**config.mk**
```make
export PLATFORM = sky130hd
export DESIGN_NAME = sync_fifo_fwft_flat
export DESIGN_NICKNAME = d
export VERILOG_FILES = /design/src/rtl/sync_fifo_pkg.sv /design/src/rtl/sync_fifo_fwft_if.sv /design/src/rtl/sync_fifo_ram.sv /design/src/rtl/sync_fifo_fwft.sv /design/src/flat_wrapper.sv
export SDC_FILE = /design/constraint.sdc
export NUM_CORES = 1
export LEC_CHECK = 0
export CORE_MARGIN = 2
export CORE_UTILIZATION = 25
export DETAILED_ROUTE_END_ITERATION = 6
export PLACE_DENSITY = 0.42
export SYNTH_ARGS = -nofsm -noshare
export SYNTH_HDL_FRONTEND = slang
export SYNTH_HIERARCHICAL = 1
export SYNTH_SLANG_ARGS = --single-unit
```
**constraint.sdc**
```tcl
create_clock -name clk -period 5.2 [get_ports clk]
set_clock_uncertainty 0.05 [all_clocks]
set_input_delay 1.04 -clock clk [delete_from_list [all_inputs] [get_ports clk]]
set_output_delay 1.04 -clock clk [all_outputs]
set_load 0.03 [all_outputs]
```
**src/rtl/sync_fifo_pkg.sv**
```systemverilog
// Shared mode constants, status bundle and pointer helper for the single-clock FIFO.
package sync_fifo_pkg;

    localparam int FIFO_MODE_STD  = 0;
    localparam int FIFO_MODE_FWFT = 1;

    typedef struct packed {
        logic empty;
        logic full;
        logic almost_empty;
        logic almost_full;
    } fifo_status_t;

    // One extra wrap bit keeps the full and empty states distinguishable.
    function automatic int ptr_width(input int depth);
        return $clog2(depth) + 1;
    endfunction

endpackage

```
**src/rtl/sync_fifo_fwft_if.sv**
```systemverilog
// Producer/consumer bundle of the FIFO; the bench drives the master side, the FIFO is the slave.
interface sync_fifo_fwft_if
    import sync_fifo_pkg::*;
#(
    parameter int DATA_WIDTH = 8,
    parameter int DATA_DEPTH = 16
);

    localparam int PTR_WIDTH = ptr_width(DATA_DEPTH);

    logic                  flush;
    logic [DATA_WIDTH-1:0] data_in;
    logic                  wr_en;
    logic                  rd_en;
    logic [DATA_WIDTH-1:0] data_out;
    logic                  empty;
    logic                  full;
    logic                  almost_empty;
    logic                  almost_full;
    logic [PTR_WIDTH-1:0]  data_count;
    logic                  overflow;
    logic                  underflow;

    modport master (
        output flush, data_in, wr_en, rd_en,
        input  data_out, empty, full, almost_empty, almost_full,
        input  data_count, overflow, underflow
    );

    modport slave (
        input  flush, data_in, wr_en, rd_en,
        output data_out, empty, full, almost_empty, almost_full,
        output data_count, overflow, underflow
    );

endinterface

```
**src/rtl/sync_fifo_ram.sv**
```systemverilog
// FIFO storage: register array with one synchronous write port and one asynchronous read port.
module sync_fifo_ram #(
    parameter int  DATA_WIDTH = 8,
    parameter int  DATA_DEPTH = 16,
    localparam int ADDR_WIDTH = $clog2(DATA_DEPTH)
) (
    input  logic                  clk,
    input  logic                  we_i,
    input  logic [ADDR_WIDTH-1:0] waddr_i,
    input  logic [DATA_WIDTH-1:0] wdata_i,
    input  logic [ADDR_WIDTH-1:0] raddr_i,
    output logic [DATA_WIDTH-1:0] rdata_o
);

    logic [DATA_WIDTH-1:0] mem_q [DATA_DEPTH];

    // NOTE: storage has no reset; the pointers alone decide which words are valid.
    always_ff @(posedge clk) begin
        if (we_i) begin
            mem_q[waddr_i] <= wdata_i;
        end
    end

    assign rdata_o = mem_q[raddr_i];

endmodule

```
**src/rtl/sync_fifo_fwft.sv**
```systemverilog
// Single-clock FIFO with standard or first-word-fall-through read, level flags, flush and error pulses.
module sync_fifo_fwft
    import sync_fifo_pkg::*;
#(
    parameter int  DATA_WIDTH = 8,
    parameter int  DATA_DEPTH = 16,
    parameter int  FWFT       = FIFO_MODE_STD,
    parameter int  AF_THRESH  = DATA_DEPTH - 2,
    parameter int  AE_THRESH  = 2,
    localparam int ADDR_WIDTH = $clog2(DATA_DEPTH)
) (
    input  logic            clk,
    input  logic            rst_n,
    sync_fifo_fwft_if.slave bus
);

    localparam int PTR_WIDTH = ptr_width(DATA_DEPTH);
    localparam logic [PTR_WIDTH-1:0] DEPTH_CNT = PTR_WIDTH'(DATA_DEPTH);
    localparam logic [PTR_WIDTH-1:0] AF_CNT    = PTR_WIDTH'(AF_THRESH);
    localparam logic [PTR_WIDTH-1:0] AE_CNT    = PTR_WIDTH'(AE_THRESH);

    logic [PTR_WIDTH-1:0]  wr_ptr_q, wr_ptr_d;
    logic [PTR_WIDTH-1:0]  rd_ptr_q, rd_ptr_d;
    logic [PTR_WIDTH-1:0]  count;
    logic                  overflow_q, overflow_d;
    logic                  underflow_q, underflow_d;
    logic                  rd_acc;
    logic                  wr_acc;
    logic                  ram_we;
    logic [DATA_WIDTH-1:0] ram_rdata;
    fifo_status_t          status;

    // Pointer difference wraps modulo 2*DATA_DEPTH, so it is the fill level directly.
    assign count = wr_ptr_q - rd_ptr_q;

    always_comb begin
        status.empty        = (count == '0);
        status.full         = (count == DEPTH_CNT);
        status.almost_empty = (count <= AE_CNT);
        status.almost_full  = (count >= AF_CNT);
    end

    // A full FIFO still takes a write when the head word leaves in the same cycle.
    assign rd_acc = bus.rd_en & ~status.empty;
    assign wr_acc = bus.wr_en & (~status.full | rd_acc);
    assign ram_we = wr_acc & ~bus.flush;

    // NOTE: every signal written here gets a default first, so no latch is inferred.
    always_comb begin
        wr_ptr_d    = wr_ptr_q;
        rd_ptr_d    = rd_ptr_q;
        overflow_d  = 1'b0;
        underflow_d = 1'b0;
        if (bus.flush) begin
            wr_ptr_d = '0;
            rd_ptr_d = '0;
        end else begin
            if (wr_acc) begin
                wr_ptr_d = wr_ptr_q + 1'b1;
            end
            if (rd_acc) begin
                rd_ptr_d = rd_ptr_q + 1'b1;
            end
            overflow_d  = bus.wr_en & ~wr_acc;
            underflow_d = bus.rd_en & ~rd_acc;
        end
    end

    // NOTE: sequential state uses <= so every register samples the pre-edge values.
    always_ff @(posedge clk or negedge rst_n) begin
        if (!rst_n) begin
            wr_ptr_q    <= '0;
            rd_ptr_q    <= '0;
            overflow_q  <= 1'b0;
            underflow_q <= 1'b0;
        end else begin
            wr_ptr_q    <= wr_ptr_d;
            rd_ptr_q    <= rd_ptr_d;
            overflow_q  <= overflow_d;
            underflow_q <= underflow_d;
        end
    end

    sync_fifo_ram #(
        .DATA_WIDTH (DATA_WIDTH),
        .DATA_DEPTH (DATA_DEPTH)
    ) u_ram (
        .clk     (clk),
        .we_i    (ram_we),
        .waddr_i (wr_ptr_q[ADDR_WIDTH-1:0]),
        .wdata_i (bus.data_in),
        .raddr_i (rd_ptr_q[ADDR_WIDTH-1:0]),
        .rdata_o (ram_rdata)
    );

    generate
        if (FWFT == FIFO_MODE_FWFT) begin : g_fwft
            // Head word shown straight from storage; masked while empty so reset and flush read zero.
            assign bus.data_out = status.empty ? '0 : ram_rdata;
        end else begin : g_std
            logic [DATA_WIDTH-1:0] data_out_q, data_out_d;

            always_comb begin
                data_out_d = data_out_q;
                if (bus.flush) begin
                    data_out_d = '0;
                end else if (rd_acc) begin
                    data_out_d = ram_rdata;
                end
            end

            always_ff @(posedge clk or negedge rst_n) begin
                if (!rst_n) begin
                    data_out_q <= '0;
                end else begin
                    data_out_q <= data_out_d;
                end
            end

            assign bus.data_out = data_out_q;
        end
    endgenerate

    assign bus.empty        = status.empty;
    assign bus.full         = status.full;
    assign bus.almost_empty = status.almost_empty;
    assign bus.almost_full  = status.almost_full;
    assign bus.data_count   = count;
    assign bus.overflow     = overflow_q;
    assign bus.underflow    = underflow_q;

endmodule

```
**src/flat_wrapper.sv**
```systemverilog
// flat-port wrapper written by rule: the top's interface ports become plain ports
module sync_fifo_fwft_flat import sync_fifo_pkg::*;
#(
    parameter int  DATA_WIDTH = 8,
    parameter int  DATA_DEPTH = 16,
    parameter int  FWFT       = FIFO_MODE_STD,
    parameter int  AF_THRESH  = DATA_DEPTH - 2,
    parameter int  AE_THRESH  = 2,
    localparam int ADDR_WIDTH = $clog2(DATA_DEPTH)
)
  (clk, rst_n, bus_flush, bus_data_in, bus_wr_en, bus_rd_en, bus_data_out, bus_empty, bus_full, bus_almost_empty, bus_almost_full, bus_data_count, bus_overflow, bus_underflow);
  sync_fifo_fwft_if #(.DATA_WIDTH(DATA_WIDTH), .DATA_DEPTH(DATA_DEPTH)) bus_i ();
  input  logic clk;
  input  logic rst_n;
  input wire logic [$bits(bus_i.flush)-1:0] bus_flush;
  input wire logic [$bits(bus_i.data_in)-1:0] bus_data_in;
  input wire logic [$bits(bus_i.wr_en)-1:0] bus_wr_en;
  input wire logic [$bits(bus_i.rd_en)-1:0] bus_rd_en;
  output wire logic [$bits(bus_i.data_out)-1:0] bus_data_out;
  output wire logic [$bits(bus_i.empty)-1:0] bus_empty;
  output wire logic [$bits(bus_i.full)-1:0] bus_full;
  output wire logic [$bits(bus_i.almost_empty)-1:0] bus_almost_empty;
  output wire logic [$bits(bus_i.almost_full)-1:0] bus_almost_full;
  output wire logic [$bits(bus_i.data_count)-1:0] bus_data_count;
  output wire logic [$bits(bus_i.overflow)-1:0] bus_overflow;
  output wire logic [$bits(bus_i.underflow)-1:0] bus_underflow;
  assign bus_i.flush = bus_flush;
  assign bus_i.data_in = bus_data_in;
  assign bus_i.wr_en = bus_wr_en;
  assign bus_i.rd_en = bus_rd_en;
  assign bus_data_out = bus_i.data_out;
  assign bus_empty = bus_i.empty;
  assign bus_full = bus_i.full;
  assign bus_almost_empty = bus_i.almost_empty;
  assign bus_almost_full = bus_i.almost_full;
  assign bus_data_count = bus_i.data_count;
  assign bus_overflow = bus_i.overflow;
  assign bus_underflow = bus_i.underflow;
  sync_fifo_fwft #(.DATA_WIDTH(DATA_WIDTH), .DATA_DEPTH(DATA_DEPTH), .FWFT(FWFT), .AF_THRESH(AF_THRESH), .AE_THRESH(AE_THRESH)) u_core (.clk(clk), .rst_n(rst_n), .bus(bus_i));
endmodule
```
==> impl_metrics.json, run 1 <==
{
  "outcome": "finished, final reports clean",
  "rsz0062_at_grt": "false",
  "hpwl_um": 9250,
  "cts.reportedPaths.clkPinSlew_ns": 0.06,
  "gp_congestion": 0.721,
  "synth_commonest_cells": "edfxtp_1 (128), nand2_1 (36), nor2_1 (30)",
  "nets": 435,
  "die_w_um": 164,
  "synth_top_area_cell": "edfxtp_1",
  "synthCells": 373,
  "cp-start-kind": "flip-flop",
  "drc_errors": 0,
  "area_delta_synth_final_pct": 19.1,
  "synth_cell_types": 55,
  "async_flop_share": 0.135,
  "grt_pass1_vias": 3537,
  "num_rows": 58,
  "crit_arrival_ns": 3.68,
  "ir_drop_v": 0.000570,
  "syn_nets": 393,
  "hold_violations": 0,
  "drt_wl_total_um": 14900,
  "synth_edf_count": 128,
  "yosys_warnings": 6,
  "crit_type": "flip-flop to output pin",
  "synthTopCellsByArea": "edfxtp_1 (60%), dfrtp_1 (7.8%), mux4_2 (6.3%)",
  "ys.flop_type": "edfxtp_1",
  "h-tree-depth": 4,
  "routedWlPerCell_um": 19.7,
  "antenna_left": 0,
  "drive_above_1_share": 0.168,
  "cp_top_family": "buffers and inverters",
  "path_cells": "inv_1 > ha_1 > fa_1 > nand2b_1 > a21oi_2 > xor2_2 > buf_4 > inv_2 > a2111oi_1 > clkdlybuf4s50_1",
  "syn_area_per_cell_sq_um": 17.1,
  "setup_tns_ns": 0,
  "syn_area_sq_um": 6390,
  "ios": 32,
  "vias": 3425,
  "cts_buffer_depth": 2,
  "grt_overflow_total": 0,
  "synth_top_area_share": 0.601,
  "die_h_um": 164,
  "cts_setup_buffers": 0,
  "clk_latency_ns": 0.42,
  "critPathSlowestCell": "clkdlybuf4s50_1",
  "clockRootBuffer": "clkbuf_16",
  "clock_sinks": 148,
  "p_total_mw": 3.95,
  "cts_resized": 0,
  "grt_pass1_wl_um": 22300,
  "worst_pin_slew_ns": 1.02,
  "maxSlewViolCount": 0,
  "track_usage": 0.117,
  "setup_violations": 0,
  "timing.final.crit_share": 0.918,
  "io_buffers": 31,
  "postLayoutCoreUtil": 0.302,
  "p_leak_nw": 2.54,
  "first_pass_iters": 4,
  "max_freq_mhz": 209,
  "numCtsBuffers": 17,
  "tritoncts": "yes",
  "ys_seq_area_frac": 0.679,
  "worst_setup_path_end_kind": "output pin",
  "grt_max_degree": 37,
  "powerDensity_nw_per_um2": 518,
  "vias_per_cell": 4.52,
  "antenna_found_initial": 0,
  "antennaDiodeCount": 0,
  "max_stage_delay_ns": 0.74,
  "dieArea_sq_um": 26900,
  "min_period_ns": 4.77,
  "synth.most_common_cell": "edfxtp_1",
  "worstPathMaxFanout": 14,
  "slew_headroom": 0.321,
  "synth_seq_cells": 148,
  "cp.required_ns": 4.11,
  "drv_cap": 0,
  "drtIter0Drc": 233,
  "coreArea_sq_um": 25200,
  "initial_core_util": 0.254,
  "cts_hold_buf": 0,
  "path_buf_inv": 4,
  "hp-class": "flip-flop to flip-flop"
}
-- cell type report --
class                           count  area, sq um
Clock inverter                     14          131
Inverter                            9         33.8
Multi-Input combinational cell    197         1870
Tap cell                          330          413
Clock buffer                       18          429
Timing Repair Buffer               42          393
Fill cell                        2457        17600
Sequential cell                   148         4350
-- path summary, 6_finish.rpt --
kind / startpoint / end / slack, ns / cells after the start
min in group asynchronous: rst_n / u_core/wr_ptr_q[4] / 1.12 / 1
hold / removal: u_core/bus.data_out[6] / u_core/bus.data_out[6] / 0.49 / 2
hold reg to reg: u_core/bus.data_out[6] / u_core/bus.data_out[6] / 0.49 / 2
setup / recovery: u_core/wr_ptr_q[0] / bus_almost_empty / 0.43 / 10
setup reg to reg: u_core/wr_ptr_q[0] / u_core/u_ram/mem_q[2][7] / 0.96 / 9
max in group asynchronous: rst_n / u_core/rd_ptr_q[0] / 3.31 / 1
-- cell usage in the layout, fill, tap and decap left out, types with 4 or more instances in the layout --
cell type,n
a22oi_1,17
buf_4,11
clkbuf_16,17
clkdlybuf4s50_1,31
clkinvlp_4,4
dfrtp_1,19
edfxtp_1,128
ha_1,6
inv_1,7
mux2i_1,9
mux4_1,14
mux4_2,18
nand2_1,36
nand3_1,4
nand3b_1,4
nor2_1,30
nor2b_1,4
nor3_1,6
-- per-stage QoR --
stage / hold slack, ns / cells / cell area, sq um / setup WS [ns]
after floorplan: 0.527 / 373 / 6390 / 0.818
after global placement: 0.479 / 726 / 7060 / 0.944
after detailed placement: 0.479 / 726 / 7060 / 0.839
after CTS: 0.489 / 758 / 7620 / 0.366
after global routing: 0.510 / 758 / 7620 / 0.146
final: 0.485 / 758 / 7620 / 0.426
-- power breakdown --
part           internal [mW]  switching (mW)
clock                  0.664           0.502
sequential              1.36          0.0502
combinational          0.559           0.808
-- state kept, by name (all words and copies together) (netlist names) --
name,cells
u_core/bus.data_out,8
u_core/rd_ptr_q,5
u_core/bus.overflow,1
u_core/u_ram/mem_q,128
u_core/bus.underflow,1
u_core/wr_ptr_q,5
-- metal layers --
metal | routed length [um] | global-route usage
met2 | 7460 | 0.193
met1 | 6930 | 0.155
met5 | 0 | 0
met4 | 114 | 0.0323
met3 | 426 | 0.0268
-- logic make-up after synthesis --
logic type,synth area share
DFF,0.679
AOI/OAI and AO/OA,0.0491
muxes,0.143
xor gates and xnor gates,0.00783
and+or+nand+nor,0.0781
buffers and inverters,0.0282
adders and majority gates,0.0149
-- worst reg2reg max path, cell delays in order (launching register included) --
cell	delay, ns
dfrtp_1	0.57
inv_1	0.09
ha_1	0.23
fa_1	0.42
xnor2_2	0.29
a211oi_1	0.10
nor2_1	0.56
o311a_1	0.31
or3b_2	0.51
nor2_1	0.72
Note: power is estimated with default switching activity, not from simulation.
==> run 2: changes to the inputs <==
--- a/config.mk
+++ b/config.mk
@@ -9,6 +9,7 @@
 export CORE_UTILIZATION = 25
 export DETAILED_ROUTE_END_ITERATION = 6
 export PLACE_DENSITY = 0.42
+export SKIP_LAST_GASP = 1
 export SYNTH_ARGS = -nofsm -noshare
 export SYNTH_HDL_FRONTEND = slang
 export SYNTH_HIERARCHICAL = 1
==> constraint.sdc (replaced) <==
create_clock -name clk -period 5.2 [get_ports clk]
set_clock_uncertainty 0.05 [all_clocks]
set_input_delay 0.78 -clock clk [delete_from_list [all_inputs] [get_ports clk]]
set_output_delay 0.78 -clock clk [all_outputs]
set_load 0.03 [all_outputs]
==> run 2 against run 1 <==
  * Worst hold slack worse by 0.0028 ns
  * Register-to-register slack better by 0.36 ns
  * Sequential power about the same
  * Via count up 1.9%
==> impl_metrics.json, run 2 (synthesized netlist as in run 1, its figures left out) <==
{
  "regMostFlops": "u_core/u_ram/mem_q",
  "track_usage": 0.119,
  "area_delta_synth_final_pct": 19.9,
  "crit_arrival_ns": 3.61,
  "tritoncts": "yes",
  "cts_buffer_depth": 2,
  "maxSlewViolCount": 0,
  "drv_cap": 0,
  "cts_setup_buffers": 0,
  "ios": 32,
  "drtIter0Drc": 256,
  "outcome": "finished, final reports clean",
  "coreArea_sq_um": 25200,
  "setup_ws_ns": 0.762,
  "hold_violations": 0,
  "dieArea_sq_um": 26900,
  "antenna_found_initial": 0,
  "rsz0062_at_grt": "false",
  "slew_headroom": 0.303,
  "p_total_mw": 4.10,
  "initial_core_util": 0.254,
  "cts_resized": 0,
  "h-tree-depth": 4,
  "first_pass_iters": 4,
  "num_rows": 58,
  "clk_latency_ns": 0.42,
  "crit_type": "flip-flop to output pin",
  "hp-class": "flip-flop to flip-flop",
  "antennaDiodeCount": 0,
  "multi_input_area_sq_um": 1870,
  "drive_above_1_share": 0.162,
  "cts_hold_buf": 0,
  "cp-start-kind": "flip-flop",
  "final_area_sq_um": 7660,
  "vias_per_cell": 4.62,
  "regArea_sq_um": 4350,
  "grt_overflow_total": 0,
  "final_common_cell": "edfxtp_1",
  "drt_wl_total_um": 15100,
  "nets": 433,
  "setup_tns_ns": 0,
  "gp_congestion": 0.758,
  "clock_sinks": 148,
  "powerDensity_nw_per_um2": 535,
  "routedWlPerCell_um": 19.9,
  "grt_max_degree": 37,
  "io_buffers": 31,
  "cts.reportedPaths.clkPinSlew_ns": 0.06,
  "max_freq_mhz": 225,
  "min_period_ns": 4.44,
  "worst_setup_path_end_kind": "output pin",
  "post-place-ws_ns": 1.21,
  "numCtsBuffers": 17,
  "vias": 3489,
  "drc_errors": 0,
  "timing.final.crit_share": 0.853,
  "grt_pass1_wl_um": 22600,
  "die_w_um": 164,
  "largest_reg_flops": 128,
  "fill_cells": 2469,
  "final_cell_mix": "edfxtp_1 (128), nand2_1 (36), clkdlybuf4s50_1 (31), nor2_1 (30), dfrtp_1 (19)",
  "hpwl_um": 9490,
  "p_leak_nw": 2.56,
  "worstPathMaxFanout": 14,
  "setup_violations": 0,
  "worst_pin_slew_ns": 1.04,
  "clockRootBuffer": "clkbuf_16",
  "antenna_left": 0,
  "die_h_um": 164,
  "cp.required_ns": 4.37,
  "ir_drop_v": 0.000512,
  "grt_pass1_vias": 3620,
  "dpl-instance-area_sq_um": 7040
}
==> run 2: cell types whose count changed in the layout (fill, tap and decap cells not counted), sizes merged <==
cell and delta:
buf -2, bufinv +3, clkbuf -1, clkinvlp -3, inv +1
==> run 2: path summary, 6_finish.rpt <==
| check | slack (ns) | from | end | depth (start not counted) |
|---|---|---|---|---|
| setup / recovery | 0.76 | u_core/wr_ptr_q[0] | bus_almost_empty | 10 |
| hold / removal | 0.48 | u_core/bus.data_out[1] | u_core/bus.data_out[1] | 2 |
| setup reg to reg | 1.32 | u_core/wr_ptr_q[0] | u_core/u_ram/mem_q[0][0] | 11 |
| hold reg to reg | 0.48 | u_core/bus.data_out[1] | u_core/bus.data_out[1] | 2 |
| max in group asynchronous | 3.51 | rst_n | u_core/rd_ptr_q[0] | 1 |
| min in group asynchronous | 0.88 | rst_n | u_core/bus.overflow | 1 |
==> run 2: layer usage <==
layer | up-vias | global-route usage | wire length [um] | part of all wire
met5 | - | 0 | 0 | 0
met3 | 15 | 0.0341 | 668 | 0.044
met1 | 1825 | 0.161 | 7090 | 0.47
met2 | 86 | 0.182 | 7000 | 0.46
met4 | 0 | 0.0431 | 306 | 0.020
li1 | 1563 | - | - | -
==> run 2: area by class of cell <==
cell class              instances  share of cell area
well taps                     330              0.0539
flip-flops and latches        148               0.567
clock inverters                15              0.0260
inverters                       9             0.00441
multi-input cells             197               0.244
clock buffers                  17              0.0555
repair buffers                 40              0.0493
==> run 2: stage by stage <==
step                       util  instances  hold slack, ns
after floorplan               -        373           0.434
after global placement    0.280        724           0.477
after detailed placement  0.280        724           0.475
after CTS                 0.304        756           0.487
after global routing      0.304        756           0.508
final                     0.304        756           0.483
==> run 2: report_power, final <==
group | internal [mW] | leakage, nW | switching (mW) | total, mW
clock network | 0.806 | 0.303 | 0.488 | 1.29
registers | 1.36 | 1.42 | 0.0492 | 1.41
logic | 0.574 | 0.837 | 0.824 | 1.40
==> run 2: worst max-delay path, stage by stage, from the launching register on <==
cell             delay (ns)
dfrtp_1                0.56
inv_1                  0.08
ha_1                   0.22
fa_1                   0.42
nand2b_1               0.18
a21oi_2                0.16
xor2_2                 0.14
buf_4                  0.22
inv_2                  0.10
a2111oi_1              0.37
clkdlybuf4s50_1        0.74
==> run 3: changes to the inputs <==
--- a/config.mk
+++ b/config.mk
@@ -8,9 +8,10 @@
 export CORE_MARGIN = 2
 export CORE_UTILIZATION = 25
 export DETAILED_ROUTE_END_ITERATION = 6
-export PLACE_DENSITY = 0.42
+export SETUP_SLACK_MARGIN = 0.4
 export SKIP_LAST_GASP = 1
 export SYNTH_ARGS = -nofsm -noshare
 export SYNTH_HDL_FRONTEND = slang
 export SYNTH_HIERARCHICAL = 1
 export SYNTH_SLANG_ARGS = --single-unit
+export TNS_END_PERCENT = 1
==> run 3 against run 2 <==
  * Critical path type unchanged
  * Die area unchanged
  * Core utilization decreased by 0.18 points
  * Non-clock buffer count decreased by 2
  * Largest power group unchanged
  * Worst setup slack improved by 0.084 ns
==> impl_metrics.json, run 3 (synthesized netlist as in run 1, its figures left out) <==
{
  "drive_above_1_share": 0.160,
  "regMostFlops": "u_core/u_ram/mem_q",
  "routedWlPerCell_um": 17.8,
  "clock_sinks": 148,
  "fill_cells": 2432,
  "tritoncts": "yes",
  "ios": 32,
  "antenna_found_initial": 0,
  "drt_wl_total_um": 13400,
  "initial_core_util": 0.254,
  "worstPathMaxFanout": 12,
  "grt_pass1_vias": 3581,
  "p_leak_nw": 2.54,
  "area_delta_synth_final_pct": 19.2,
  "dpl-instance-area_sq_um": 7030,
  "grt_max_degree": 37,
  "instances_no_fill": 754,
  "numCtsBuffers": 17,
  "timing.final.crit_share": 0.837,
  "cts_hold_buf": 0,
  "setup_ws_ns": 0.846,
  "first_pass_iters": 5,
  "die_w_um": 164,
  "dieArea_sq_um": 26900,
  "ir_drop_v": 0.000521,
  "cts_buffer_depth": 2,
  "vias_per_cell": 4.63,
  "cts_resized": 0,
  "maxSlewViolCount": 0,
  "final_cell_mix": "edfxtp_1 (128), nand2_1 (36), clkdlybuf4s50_1 (31), nor2_1 (30), dfrtp_1 (19)",
  "antennaDiodeCount": 0,
  "crit_type": "flip-flop to output pin",
  "multi_input_area_sq_um": 1870,
  "vias": 3490,
  "coreArea_sq_um": 25200,
  "worst_setup_path_end_kind": "output pin",
  "post-place-ws_ns": 1.16,
  "min_period_ns": 4.35,
  "final_area_sq_um": 7620,
  "track_usage": 0.105,
  "slew_headroom": 0.332,
  "grt_pass1_wl_um": 20600,
  "crit_arrival_ns": 3.52,
  "setup_violations": 0,
  "regArea_sq_um": 4350,
  "hp-class": "flip-flop to flip-flop",
  "max_freq_mhz": 230,
  "cp.required_ns": 4.37,
  "setup_tns_ns": 0,
  "drv_cap": 0,
  "rsz0062_at_grt": "false",
  "worst_pin_slew_ns": 0.999,
  "cp-start-kind": "flip-flop",
  "largest_reg_flops": 128,
  "final_common_cell": "edfxtp_1",
  "antenna_left": 0,
  "gp_congestion": 0.745,
  "drc_errors": 0,
  "clk_latency_ns": 0.42,
  "grt_overflow_total": 0,
  "clockRootBuffer": "clkbuf_16",
  "io_buffers": 31,
  "hpwl_um": 8790,
  "place_inst": 722,
  "h-tree-depth": 4,
  "cts_setup_buffers": 0,
  "cts.reportedPaths.clkPinSlew_ns": 0.07,
  "postLayoutCoreUtil": 0.303,
  "drtIter0Drc": 336,
  "num_rows": 58,
  "die_h_um": 164,
  "hold_violations": 0,
  "nets": 431,
  "powerDensity_nw_per_um2": 521,
  "outcome": "finished, final reports clean"
}
-- run 3: critical path, stage by stage, from the launching register on --
cell and delay (ns):
dfrtp_1 0.58, inv_1 0.08, ha_1 0.23, fa_1 0.43
xnor2_2 0.28, a211oi_1 0.10, nor2_1 0.56, nor2_1 0.19
clkdlybuf4s50_1 0.64
-- run 3: final timing paths --
check	startpoint	endpoint	slack, ns	cells past startpoint
min in group asynchronous	rst_n	u_core/bus.underflow	0.84	1
hold reg to reg	u_core/bus.data_out[5]	u_core/bus.data_out[5]	0.51	2
setup / recovery	u_core/wr_ptr_q[0]	bus_full	0.85	8
hold / removal	u_core/bus.data_out[5]	u_core/bus.data_out[5]	0.51	2
setup reg to reg	u_core/wr_ptr_q[0]	u_core/u_ram/mem_q[1][0]	1.10	9
max in group asynchronous	rst_n	u_core/rd_ptr_q[0]	3.62	1
-- run 3: area by class of cell --
type,count,share of cell area
inverter,9,0.00443
clock buffer,17,0.0558
clock inverter,15,0.0222
multi-input combinational,197,0.245
sequential,148,0.570
tap,330,0.0542
timing repair buffer,38,0.0476
-- run 3: through the flow --
stage / hold WS (ns) / total power [mW]
floorplan: 0.434 / 2.42
global placement: 0.490 / 2.76
detailed placement: 0.486 / 2.79
CTS: 0.504 / 4.01
global route: 0.528 / 4.15
finish: 0.507 / 3.97
-- run 3: metal layers --
layer / wire [um] / global-route usage / share of wire / vias up
li1: - / - / - / 1571
met3: 670 / 0.0293 / 0.050 / 16
met4: 199 / 0.0355 / 0.015 / 0
met1: 5830 / 0.134 / 0.43 / 1791
met5: 0 / 0 / 0 / -
met2: 6730 / 0.172 / 0.50 / 112
-- run 3: report_power, final --
part	internal (mW)	switching [mW]	leakage (nW)
clock	0.720	0.496	0.291
combinational	0.559	0.782	0.828
sequential	1.36	0.0546	1.42
total	2.64	1.33	2.54
